**src/rtl/demux_1to8_32b_reg.sv**
```systemverilog
// demux_1to8_32b_reg: registered 1-to-8 valid/ready stream demultiplexer with broadcast
module demux_1to8_32b_reg #(
  parameter int SIZE = 32
) (
  input  logic              clock,
  input  logic              reset,
  input  logic [SIZE-1:0]   in_data,
  input  logic [2:0]        in_sel,
  input  logic              in_bcast,
  input  logic              in_valid,
  output logic              in_ready,
  output logic [8*SIZE-1:0] out_data,
  output logic [7:0]        out_valid,
  input  logic [7:0]        out_ready
);
  logic [7:0]           free;
  logic [7:0]           load;
  logic                 xfer;
  logic [7:0]           valid_d, valid_q;
  logic [7:0][SIZE-1:0] data_d, data_q;
  // a full channel being drained this cycle can take a new word
  always_comb begin
    free     = ~valid_q | out_ready;
    in_ready = in_bcast ? &free : free[in_sel];
    xfer     = in_valid & in_ready & ~reset;
    load     = xfer ? (in_bcast ? 8'hFF : 8'b1 << in_sel) : 8'h00;
  end
  // load wins over drain so each channel can pass a word every cycle
  always_comb begin
    valid_d = load | (valid_q & ~out_ready);
    data_d  = data_q;
    for (int i = 0; i < 8; i++) data_d[i] = load[i] ? in_data : data_q[i];
  end
  // holding registers, cleared on reset
  always_ff @(posedge clock) begin
    if (reset) begin
      valid_q <= '0;
      data_q  <= '0;
    end else begin
      valid_q <= valid_d;
      data_q  <= data_d;
    end
  end
  assign out_valid = valid_q;
  assign out_data  = data_q;
endmodule

```
**config.mk**
```make
export PLATFORM = sky130hd
export DESIGN_NAME = demux_1to8_32b_reg
export DESIGN_NICKNAME = d
export VERILOG_FILES = /design/src/rtl/demux_1to8_32b_reg.sv
export SDC_FILE = /design/constraint.sdc
export NUM_CORES = 1
export LEC_CHECK = 0
export ABC_AREA = 0
export BUFFER_PORTS_ARGS = -buffer_cell sky130_fd_sc_hd__buf_2
export CAP_MARGIN = 40
export CORE_ASPECT_RATIO = 2
export CORE_UTILIZATION = 43
export DETAILED_ROUTE_END_ITERATION = 6
export PLACE_DENSITY = 0.75
export SLEW_MARGIN = 40
export SYNTH_ARGS = -nofsm -noshare
export SYNTH_HDL_FRONTEND = slang
export SYNTH_SLANG_ARGS = --single-unit
```
**constraint.sdc**
```tcl
create_clock -name clock -period 3.7 [get_ports clock]
set_input_delay 0.555 -clock clock [delete_from_list [all_inputs] [get_ports clock]]
set_output_delay 0.555 -clock clock [all_outputs]
set_load 0.05 [all_outputs]
```
### After elaboration in Yosys (flattened, before gate mapping)

Index checks and enable logic that the tools add are counted.

* register bits: 264

* order comparisons: 1
* shift-type cells: 1
* mux-type cells: 5
* bitwise operators: 8
* reductions and logical operators: 1

Operators with widths (number)
* $mux W8: 2
* $not A8 Y8: 2
* $or A8 B8 Y8: 2
* $and A8 B8 Y8: 1
* $reduce_and A8 Y1: 1
* $shl A1 B3 Y8 const A: 1
* $lt A3 B4 Y1 const B: 1
* $bmux W1 S3: 1
* $and A1 B1 Y1: 2
* $mux W1: 2
* $not A1 Y1: 1

### Longest topological paths before layout

* depth after elaboration: 9
* depth in mapped cells: 7

### Worst setup path before layout

OpenSTA, ideal clock, no wires.

* path type: input to register
* from: input in_sel[0]
* to: register data_q, in the netlist out_data[0]
* arrival: 2513 ps
* path slack: 1115 ps
* stages on the path: 7
* buffers on the path: 2
* cells stage by stage: buf_4 > or3b_2 > a21oi_1 > nor4_4 > o32ai_2 > buf_6 > mux2i_1

* longest elaborated chain between the ends: 6

RTL lines
* start: declaration: line 8 `input logic [2:0] in_sel,`
* $bmux W1 S3: line 24 `in_ready = in_bcast ? &free : free[in_sel];`
* $mux W1 (not written as such): line 24
* $mux W1: line 24
* $and A1 B1 Y1 (2 in series): line 25 `xfer = in_valid & in_ready & ~reset;`
* $mux W8 (*): line 26 `load = xfer ? (in_bcast ? 8'hFF : 8'b1 << in_sel) : 8'h00;`
* end signal: assignment: line 41 `data_q <= data_d;`
* end: declaration: line 20 `logic [7:0][SIZE-1:0] data_d, data_q;`

Mark *: on every way between the ends. The rest lies on a longest branch, timed or not. The select of a mux whose other input is x is not followed.
A chain may end at the register's enable or synchronous reset.

### Final worst setup path

* from: register valid_q[4] (netlist: out_valid[4])
* to: output in_ready

* longest elaborated chain between the ends: 5

RTL lines
* start: declaration: line 19 `logic [7:0] valid_d, valid_q;`
* start signal: assignment: line 40 `valid_q <= valid_d;`
* $not A8 Y8 (*): line 23 `free = ~valid_q | out_ready;`
* $or A8 B8 Y8 (*): line 23
* $bmux W1 S3: line 24
* $mux W1 (not written as such): line 24
* $mux W1 (*): line 24
* end: declaration: line 11 `output logic in_ready,`

Marks and branches as above.

==> run_results.csv <==
group,metric,value,unit
clocking,cts_resized,0,
sta,holdWs,353.0,ps
sta,fmax,366.0,MHz
pwr,p_int,4.835,mW
setup_path,worstReg2RegEnd,"out_data[216]",
clocking,clock_latency,520,ps
clocking,cts-root-buf,"clkbuf_16",
drt,routed_wl,28.59,mm
placed_design,dpl.hpwl,19.67,mm
sta,rsz0062_at_grt,"false",
layout,nets,1265,
drt,num_vias,7671,
clocking,cts_setup_buffers,0,
pwr,p_sw,1.985,mW
pwr,power_frac_comb,16.6,%
global_routing,grt_use_total,22.06,%
drt,drcViolationCount,0,
job,maxCapViolations,0,
min_path,min_to,"out_valid[4]",
global_routing,grt_pass1_vias,7580,
logic_synthesis,synth.distinct_cells,22,
global_routing,antenna_found_initial,0,
sta,fin_crit_sh,73.84,%
drt,ant_nets,0,
clocking,cts_buffers,24,
global_routing,grt_overflow_total,0,
logic_synthesis,synthCells,955,
sta,fin_setup_tns,0,ps
sta,tightest_slew,820.5,ps
logic_synthesis,synth-simple-area-share,18.98,%
global_routing,grt_max_degree,105,
drt,wire_per_inst,18.73,um
floorplanning,io_pins,312,
sta,finalMaxSlewViolations,0,
sta,fin_ws,968.0,ps
setup_path,cp.required,3140,ps
global_routing,grt_pass1_wl,43.06,mm
sta,fin_skew,10.80,ps
placed_design,port_buffers,311,
layout,area_delta_synth_final,23.71,%
logic_synthesis,synthesis.area,10600,sq um
setup_path,start_kind,"register",
logic_synthesis,synth.area.mux_share,24.17,%
min_path,hold_start,"out_ready[4]",
setup_path,reg2reg_depth,7,
layout,num-fill-cells,2155,
logic_synthesis,synth_warnings,0,
logic_synthesis,yosys.area_share.adder,0,%
setup_path,worstReg2RegStart,"out_valid[4]",
logic_synthesis,seq_area_frac_synth,49.86,%
drt,drt-pass1-iter-count,5,
placed_design,place_congestion,0.7785,
setup_path,path_max_fanout,3,
sta,min_period,2732,ps
setup_path,startpoint,"out_valid[4]",
placed_design,dp_slack,734.4,ps
clocking,numClockSinks,264,
pwr,ir_drop,0.0003287,V
clocking,path_clk_slew,60,ps
setup_path,critical_path_class,"reg2out",
outcome,run_status,"completed",
logic_synthesis,synth_nets,1002,
logic_synthesis,synth_seq_cells,264,
logic_synthesis,synth_compound_area_share,1.959,%
sta,setup_viol,0,
pwr,netSwitchingFraction,29.11,%
clocking,cts_buffer_depth,3,
clocking,htreeDepth,1,
setup_path,r2r_slack,1200,ps
clocking,cts_tree,"done",
drt,drtIter0Drc,315,
clocking,hold_buffers,0,
layout,drive_gt1_share,30.91,%
floorplanning,initial_core_util,43.58,%
floorplanning,core_area,24320,sq um
min_path,hold_path_class,"in2reg",
drt,via_per_inst,5.027,
layout,num_antenna_cells,0,
pwr,cellLeakagePower,7.138,nW
pwr,clockPowerShare,38.8,%
floorplanning,die_w,113.0,um
min_path,worst_hold_path.num_cells,3,
sta,slew_headroom,45.12,%
logic_synthesis,synth_xor_area_share,0,%
logic_synthesis,avgSynthCellArea,11.10,sq um
floorplanning,rows,81,
floorplanning,die_h,224.0,um
setup_path,critical_path_arrival,2180,ps
pwr,pwr-share-seq,44.6,%
pwr,p_per_area,520.0,nW/um^2
setup_path,crit_path_end_kind,"output pin",
floorplanning,dieArea,25320,sq um
sta,hold_viol,0,
logic_synthesis,synth_top_family_by_area,"multiplexers",
[state kept, by name (all words and copies together), names as in the netlist]
| register | count |
|---|---|
| out_data | 256 |
| out_valid | 8 |
[kinds of logic after synthesis]
kind of cell           count (synthesis)
AND/OR/NAND/NOR                      320
flip-flops                           264
multiplexers                         256
buffers and inverters                 93
AO/OA/AOI/OAI                         22
[layer usage]
| metal | global-route usage (%) | share of wire (%) | vias up |
|---|---|---|---|
| li1 | - | - | 3661 |
| met1 | 23.54 | 37 | 3691 |
| met2 | 40.53 | 52 | 245 |
| met3 | 3.301 | 4.4 | 74 |
| met4 | 12.86 | 5.6 | 0 |
| met5 | 0 | 0 | - |
[placed cells by master (no fill, tap or decap), drive strengths merged]
cell type  synthesis  routed
buf               57     329
nand2b           297     297
dfxtp            264     264
mux2i            256     256
clkbuf            35      34
a21oi             10      10
o32ai              8       8
nor2               6       6
clkinv             0       6
nor3               5       5
nand3b             3       3
or3b               3       3
bufinv             0       3
o21ai              2       2
nand4              2       2
nor3b              2       2
inv                1       2
nand2              1       1
o221ai             1       1
o31a               1       1
nor4               1       1
[through the flow]
step / power, mW / cells / utilization (%) / cell area [sq um]
floorplan: 3.966 / 955 / - / 10600
global placement: 4.229 / 1481 / 50.39 / 12260
detailed placement: 4.245 / 1482 / 50.45 / 12270
CTS: 6.884 / 1526 / 53.91 / 13110
global route: 7.054 / 1526 / 53.91 / 13110
finish: 6.820 / 1526 / 53.91 / 13110
[final cells by class]
cell class                      count  area (sq um)  area share, %
Inverter                            1         3.754        0.02862
Timing Repair Buffer              329          1735          13.23
Clock inverter                     10         143.9          1.097
Tap cell                          290         362.8          2.767
Multi-Input combinational cell    598          4883          37.24
Clock buffer                       34         699.4          5.333
Sequential cell                   264          5285          40.30
[worst max-delay path by stage]
stage          depth (start not counted)             to
2_1_floorplan                          7    out_data[0]
3_3_place_gp                           6  out_data[137]
3_5_place_dp                           7  out_data[196]
4_1_cts                                5       in_ready
5_1_grt                                5       in_ready
6_report                               5       in_ready
[worst max-delay path, stage by stage (launching register included)]
cell and delay [ps]:
dfxtp_1 330, or3b_2 440, a21oi_1 310, nor3_1 90, o31a_1 260, buf_2 210
[Yosys cell counts, drive strengths merged]
cell type	instances	share of area (%)
nand2b	297	18
dfxtp	264	50
mux2i	256	24
buf	57	3.8
clkbuf	35	1.2
a21oi	10	0.47
o32ai	8	1.2
nor2	6	0.21
nor3	5	0.28
nand3b	3	0.21
or3b	3	0.25
nand4	2	0.12
nor3b	2	0.14
o21ai	2	0.094
inv	1	0.035
nand2	1	0.035
nor4	1	0.20
o221ai	1	0.083
o31a	1	0.083
[power groups by stage]
stage | combinational (mW) | clock, mW | sequential (mW)
CTS | 1.14 | 2.70 | 3.04
floorplan | 0.407 | 0 | 3.56
finish | 1.13 | 2.65 | 3.04
global route | 1.18 | 2.82 | 3.05
detailed placement | 1.14 | 0 | 3.10
global placement | 1.13 | 0 | 3.10
(Power assumes the default switching activity.)
